$ cat config.mk
export PLATFORM = sky130hd
export DESIGN_NAME = dcache_miss_ctrl
export DESIGN_NICKNAME = d
export VERILOG_FILES = /design/src/rtl/dcache_miss_ctrl.sv
export SDC_FILE = /design/constraint.sdc
export NUM_CORES = 1
export LEC_CHECK = 0
export BUFFER_PORTS_ARGS = -buffer_cell sky130_fd_sc_hd__buf_2
export CORE_AREA = 2 2 242 244
export CTS_BUF_LIST = sky130_fd_sc_hd__clkbuf_4 sky130_fd_sc_hd__clkbuf_8 sky130_fd_sc_hd__clkbuf_16
export CTS_CLUSTER_DIAMETER = 200
export DETAILED_ROUTE_END_ITERATION = 7
export DIE_AREA = 0 0 244 246
export GPL_TIMING_DRIVEN = 0
export SETUP_SLACK_MARGIN = 0.05
export SYNTH_ARGS = -nofsm -noshare
export SYNTH_HDL_FRONTEND = slang
export SYNTH_SLANG_ARGS = --single-unit
$ cat constraint.sdc
create_clock -name clock -period 26.7 [get_ports clock]
set_input_delay 4.005 -clock clock [delete_from_list [all_inputs] [get_ports clock]]
set_output_delay 4.005 -clock clock [all_outputs]
set_load 0.03 [all_outputs]
$ cat src/rtl/dcache_miss_ctrl.sv
// Dcache miss sequencer: serves one load/store at a time, completing hits in the cache
// and running victim writeback / line fetch on the memory bus for misses.
package dcache_miss_ctrl_pkg;
  localparam int NUM_TAG_BITS = 8;
  localparam int SET_W        = 4;

  typedef struct packed {
    logic [NUM_TAG_BITS-1:0] tag;
    logic [SET_W-1:0]        set_index;
    logic [2:0]              offset;
  } sass_addr_t;

  typedef enum logic [1:0] {
    BUS_NONE  = 2'd0,
    BUS_LOAD  = 2'd1,
    BUS_STORE = 2'd2
  } bus_cmd_t;
endpackage

// Handshake: ld_req/st_req are held by the requester until the matching 1-cycle done
// pulse; the request is ignored while done is high and dropped the following cycle.
module dcache_miss_ctrl
  import dcache_miss_ctrl_pkg::*;
#(
  parameter int MEM_TAG_W = 4,
  parameter int TAG_W     = NUM_TAG_BITS
) (
  input  logic                 clock,
  input  logic                 reset,
  input  logic                 ld_req,
  input  sass_addr_t           ld_addr,
  output logic                 ld_done,
  output logic [63:0]          ld_data,
  input  logic                 st_req,
  input  sass_addr_t           st_addr,
  input  logic [63:0]          st_data,
  output logic                 st_done,
  output sass_addr_t           rd1_addr,
  output logic                 rd1_search,
  input  logic                 rd1_hit_out,
  input  logic [63:0]          rd1_data_out,
  output sass_addr_t           wr1_addr,
  output logic                 wr1_search,
  output logic                 wr1_en,
  output logic                 wr1_from_mem,
  output logic [63:0]          wr1_data,
  output logic                 wr1_dirty,
  output logic                 wr1_valid,
  input  logic                 wr1_hit_out,
  input  logic                 evicted_valid_out,
  input  logic                 evicted_dirty_out,
  input  sass_addr_t           evicted_addr_out,
  input  logic [63:0]          evicted_data_out,
  output bus_cmd_t             proc2mem_command,
  output logic [63:0]          proc2mem_addr,
  output logic [63:0]          proc2mem_data,
  input  logic [MEM_TAG_W-1:0] mem2proc_response,
  input  logic [63:0]          mem2proc_data,
  input  logic [MEM_TAG_W-1:0] mem2proc_tag,
  output logic [2:0]           state_dbg
);

  localparam int LINE_W = TAG_W + SET_W;

  typedef enum logic [2:0] {
    IDLE    = 3'd0,
    WB_REQ  = 3'd1,
    LD_REQ  = 3'd2,
    LD_WAIT = 3'd3,
    FILL    = 3'd4,
    RESP    = 3'd5
  } state_t;

  state_t               state, state_next;
  logic                 req_is_st;
  sass_addr_t           req_addr;
  logic [63:0]          req_data;
  sass_addr_t           victim_addr;
  logic [63:0]          victim_data;
  logic [MEM_TAG_W-1:0] mem_tag;
  logic [63:0]          fill_data;

  logic       accept;
  logic       pick_st;
  logic       hit;
  logic       victim_dirty;
  logic       tag_match;
  sass_addr_t sel_addr;

  function automatic logic [63:0] line_addr(input sass_addr_t a);
    logic [LINE_W-1:0] line;
    line = {a.tag[TAG_W-1:0], a.set_index};
    return {{(64-LINE_W-3){1'b0}}, line, 3'b000};
  endfunction

  assign accept       = (state == IDLE) && (st_req || ld_req) && !ld_done && !st_done;
  assign pick_st      = st_req;
  assign sel_addr     = pick_st ? st_addr : ld_addr;
  assign hit          = pick_st ? wr1_hit_out : rd1_hit_out;
  assign victim_dirty = evicted_valid_out && evicted_dirty_out;
  assign tag_match    = (mem_tag != '0) && (mem2proc_tag == mem_tag);
  assign state_dbg    = state;

  always_ff @(posedge clock or posedge reset) begin
    if (reset) begin
      state <= IDLE;
    end else begin
      state <= state_next;
    end
  end

  always_comb begin
    state_next       = state;
    rd1_addr         = req_addr;
    rd1_search       = 1'b0;
    wr1_addr         = req_addr;
    wr1_search       = 1'b0;
    wr1_en           = 1'b0;
    wr1_from_mem     = 1'b0;
    wr1_data         = req_data;
    wr1_dirty        = 1'b0;
    wr1_valid        = 1'b0;
    proc2mem_command = BUS_NONE;
    proc2mem_addr    = '0;
    proc2mem_data    = '0;
    case (state)
      IDLE: begin
        if (accept) begin
          rd1_addr   = sel_addr;
          rd1_search = 1'b1;
          wr1_addr   = sel_addr;
          wr1_search = 1'b1;
          wr1_data   = st_data;
          if (pick_st && wr1_hit_out) begin
            wr1_en    = 1'b1;
            wr1_dirty = 1'b1;
            wr1_valid = 1'b1;
          end
          if (!hit) begin
            if (victim_dirty) state_next = WB_REQ;
            else              state_next = pick_st ? FILL : LD_REQ;
          end
        end
      end
      WB_REQ: begin
        proc2mem_command = BUS_STORE;
        proc2mem_addr    = line_addr(victim_addr);
        proc2mem_data    = victim_data;
        if (mem2proc_response != '0) state_next = req_is_st ? FILL : LD_REQ;
      end
      LD_REQ: begin
        proc2mem_command = BUS_LOAD;
        proc2mem_addr    = line_addr(req_addr);
        if (mem2proc_response != '0) state_next = LD_WAIT;
      end
      LD_WAIT: begin
        if (tag_match) state_next = FILL;
      end
      FILL: begin
        // from_mem makes the array write the LRU way and advance LRU
        wr1_en       = 1'b1;
        wr1_from_mem = 1'b1;
        wr1_valid    = 1'b1;
        wr1_dirty    = req_is_st;
        wr1_data     = req_is_st ? req_data : fill_data;
        state_next   = RESP;
      end
      RESP:    state_next = IDLE;
      default: state_next = IDLE;
    endcase
  end

  always_ff @(posedge clock or posedge reset) begin
    if (reset) begin
      req_is_st   <= 1'b0;
      req_addr    <= '0;
      req_data    <= '0;
      victim_addr <= '0;
      victim_data <= '0;
      mem_tag     <= '0;
      fill_data   <= '0;
      ld_done     <= 1'b0;
      st_done     <= 1'b0;
      ld_data     <= '0;
    end else begin
      ld_done <= 1'b0;
      st_done <= 1'b0;
      case (state)
        IDLE: begin
          if (accept) begin
            req_is_st <= pick_st;
            req_addr  <= sel_addr;
            req_data  <= st_data;
            if (hit) begin
              if (pick_st) begin
                st_done <= 1'b1;
              end else begin
                ld_done <= 1'b1;
                ld_data <= rd1_data_out;
              end
            end else if (victim_dirty) begin
              // victim must be captured now, before the fill moves LRU
              victim_addr <= evicted_addr_out;
              victim_data <= evicted_data_out;
            end
          end
        end
        LD_REQ: begin
          if (mem2proc_response != '0) mem_tag <= mem2proc_response;
        end
        LD_WAIT: begin
          if (tag_match) begin
            fill_data <= mem2proc_data;
            mem_tag   <= '0;
          end
        end
        FILL: begin
          if (req_is_st) begin
            st_done <= 1'b1;
          end else begin
            ld_done <= 1'b1;
            ld_data <= fill_data;
          end
        end
        default: ;
      endcase
    end
  end

endmodule

==> impl_metrics.sql <==
INSERT INTO impl_metrics (metric_group, metric, value, unit) VALUES
('outcome', 'run_status', 'finished, final reports clean', ''),
('clock_tree', 'postCtsHoldBufs', '0', ''),
('cells_and_area', 'fin_nets', '2121', ''),
('timing', 'min_period', '10.53', 'ns'),
('power', 'seq_power_share', '28.1', '%'),
('power', 'p_total', '2.73', 'mW'),
('power', 'cellLeakagePower', '10.0', 'nW'),
('place', 'pre_cts_slack', '16.01', 'ns'),
('power', 'worst_ir_drop_vdd', '0.0781', 'mV'),
('routing', 'detail_route.iter0.violations', '393', ''),
('global_route', 'first_global_vias', '12003', ''),
('routing', 'routed-via-count', '11418', ''),
('clock_tree', 'tritoncts.num_buffers', '36', ''),
('flow_run', 'timing.max_cap.violations', '0', ''),
('floorplan', 'height_of_the_die', '246', 'um'),
('power', 'share_clk_of_total_power', '19.9', '%'),
('routing', 'postRouteAntennaNets', '0', ''),
('timing', 'worst_slew_pin_slew', '1.11', 'ns'),
('global_route', 'final_global_route_overflow_total', '0', ''),
('synth', 'ys_warn_count', '0', ''),
('clock_tree', 'post_cts_resized', '0', ''),
('power', 'power-per-cell-area', '139', 'nW/um^2'),
('synth', 'postSynthAreaPerCell', '12.4', 'um^2'),
('cells_and_area', 'proportion_of_layout_cells_with_a_drive_suffix_above_1', '58.7', '%'),
('place', 'place.gp.congestion', '0.862', ''),
('timing', 'drv_slew', '0', ''),
('clock_tree', 'tritoncts', 'yes', ''),
('hold_path', 'holdPathEnd', 'victim_data[13]', ''),
('timing', 'worst_slew_margin_rel', '25.5', '%'),
('worst_setup_path', 'worst-r2r-cell-count', '6', ''),
('synth', 'ys_seq_elements', '293', ''),
('routing', 'routed_wl', '54300', 'um'),
('synth', 'mappedNetlistArea', '14300', 'um^2'),
('floorplan', 'die_x', '244', 'um'),
('timing', 'timing_hold_violations_final', '0', ''),
('floorplan', 'io_pins', '616', ''),
('timing', 'grt_setup_unrepaired', 'no', ''),
('timing', 'timing.final.crit_share', '39.4', '%'),
('global_route', 'global_route_wire_length_before_repair', '77200', 'um'),
('hold_path', 'min_from', 'victim_data[13]', ''),
('floorplan', 'placementRows', '88', ''),
('global_route', 'antenna_found_initial', '11', ''),
('hold_path', 'hold-path-cell-count', '1', ''),
('synth', 'share_of_the_yosys_chip_area_belonging_to_registers', '51.3', '%'),
('hold_path', 'min_path_type', 'reg2reg', ''),
('clock_tree', 'cts.htree.levels', '2', ''),
('clock_tree', 'clk-insertion-delay-late', '0.56', 'ns'),
('synth', 'synth_top_area_share', '51.3', '%'),
('synth', 'syn_inst', '1152', ''),
('worst_setup_path', 'regToRegEndpoint', 'fill_data[0]', ''),
('worst_setup_path', 'worst-endpoint-required', '22.69', 'ns'),
('worst_setup_path', 'crit_path_end_kind', 'primary output', ''),
('floorplan', 'design.die.area', '60000', 'um^2'),
('place', 'port_buffers', '560', ''),
('routing', 'vias_per_cell', '4.39', ''),
('cells_and_area', 'most_frequent_cells_in_the_layout', 'sky130_fd_sc_hd__buf_2 (590), sky130_fd_sc_hd__dfrtp_1 (293), sky130_fd_sc_hd__mux2_2 (292)', ''),
('timing', 'timing.fmax', '0.0950', 'GHz'),
('synth', 'synth.area.top_cells', 'sky130_fd_sc_hd__dfrtp_1 (51%), sky130_fd_sc_hd__mux2_2 (23%), sky130_fd_sc_hd__mux2_4 (4.2%), sky130_fd_sc_hd__buf_4 (3.9%), sky130_fd_sc_hd__nand2_1 (3.5%)', ''),
('worst_setup_path', 'worstReg2RegStart', 'mem_tag[3]', ''),
('timing', 'fin_tns_setup', '0', 'ns'),
('power', 'p_int', '1.50', 'mW'),
('worst_setup_path', 'critical_path_arrival', '6.52', 'ns'),
('place', 'detailedPlacementHpwl', '43000', 'um'),
('worst_setup_path', 'rrSetupSlack', '23.62', 'ns'),
('timing', 'finalSetupViolCount', '0', ''),
('clock_tree', 'cts.repair_timing.setup_buffer_count', '0', ''),
('worst_setup_path', 'timing_worst_setup_path_type', 'in2out', ''),
('power', 'combPwrFrac', '52.0', '%'),
('cells_and_area', 'area.growth.synth_to_final', '37.6', '%'),
('global_route', 'gr-usage-all-layers', '17.5', '%'),
('floorplan', 'initial_utilization', '24.9', '%');
==> layer usage <==
layer	share of wire (%)	GRT usage, %	up-vias
li1	-	-	5220
met1	37	18.3	5588
met2	52	32.1	497
met3	8.2	5.86	103
met4	3.5	6.85	10
met5	0.10	0	-
==> cells by family (layout without fill, tap and decap cells) <==
| kind of cell | count (synthesis) | count (layout) | share of synthesized area (%) |
|---|---|---|---|
| compound gates | 118 | 118 | 5.92 |
| xor+xnor | 3 | 3 | 0.184 |
| other cells | 1 | 57 | 0.0262 |
| simple gates | 242 | 242 | 7.92 |
| buf+inv | 148 | 775 | 6.38 |
| mux | 347 | 347 | 28.3 |
| flops | 293 | 293 | 51.3 |
==> cell usage after synthesis, drive strengths merged <==
cell / number
dfrtp: 293
a21o: 1
xor2: 3
nor2: 21
buf: 122
a32oi: 1
mux2: 332
and3: 2
a21oi: 22
nor2b: 5
o21a: 2
or2: 4
mux2i: 15
a32o: 4
a211o: 2
inv: 3
and2: 64
nand2: 134
or4: 1
a31oi: 1
o21ai: 5
nand4: 1
o211ai: 1
clkbuf: 23
nor4b: 1
a22o: 12
a22oi: 64
nor3b: 3
a211oi: 3
conb: 1
or3: 1
nor3: 5
==> worst max path at each step <==
stage	from	to	slack [ns]	depth (start not counted)
detailed placement	st_req	wr1_data[58]	16.01	9
global route	st_req	wr1_data[58]	16.02	9
finish	st_req	wr1_data[58]	16.17	9
floorplan	reset	fill_data[0]	14.60	1
CTS	st_req	wr1_data[58]	15.99	9
global placement	reset	req_data[18]	10.86	2
==> power groups by stage <==
stage                     Sequential [mW]  Clock (mW)  Combinational [mW]
after CTS                           0.769       0.560                1.44
final                               0.766       0.544                1.42
after floorplan                     0.831           0               0.895
after global placement              0.767           0                1.42
after global routing                0.791       0.578                1.51
after detailed placement            0.775           0                1.44
==> registers in the layout (all words and copies together) (netlist names) <==
signal / flops
fill_data: 64
ld_data: 64
ld_done: 1
mem_tag: 4
req_addr: 15
req_data: 64
req_is_st: 1
st_done: 1
state_dbg: 3
victim_addr: 12
victim_data: 64
==> metrics by stage <==
stage / area [um^2] / instances
6_report: 19700 / 2600
5_1_grt: 19700 / 2598
4_1_cts: 19700 / 2595
3_5_place_dp: 18300 / 2531
3_3_place_gp: 18200 / 2528
2_1_floorplan: 14500 / 1203
==> layout make-up <==
class	count	area, um^2	area share, %
diodes	5	12.5	0.0636
plain buffers	145	901	4.58
clock buffers	51	1080	5.47
clock inverters	13	251	1.28
inverters	3	18.8	0.0955
multi-input cells	762	6240	31.8
flip-flops and latches	293	7330	37.3
well taps	765	957	4.87
repair buffers	563	2870	14.6
==> critical path, stage by stage <==
cell                      delay, ns
sky130_fd_sc_hd__buf_2         0.11
sky130_fd_sc_hd__or2_1         0.17
sky130_fd_sc_hd__and3_1        0.17
sky130_fd_sc_hd__buf_2         0.30
sky130_fd_sc_hd__buf_2         0.42
sky130_fd_sc_hd__buf_1         0.74
sky130_fd_sc_hd__a22oi_1       0.20
sky130_fd_sc_hd__nand2_1       0.17
sky130_fd_sc_hd__buf_2         0.24
No activity file was read; power rests on OpenSTA's default activity.
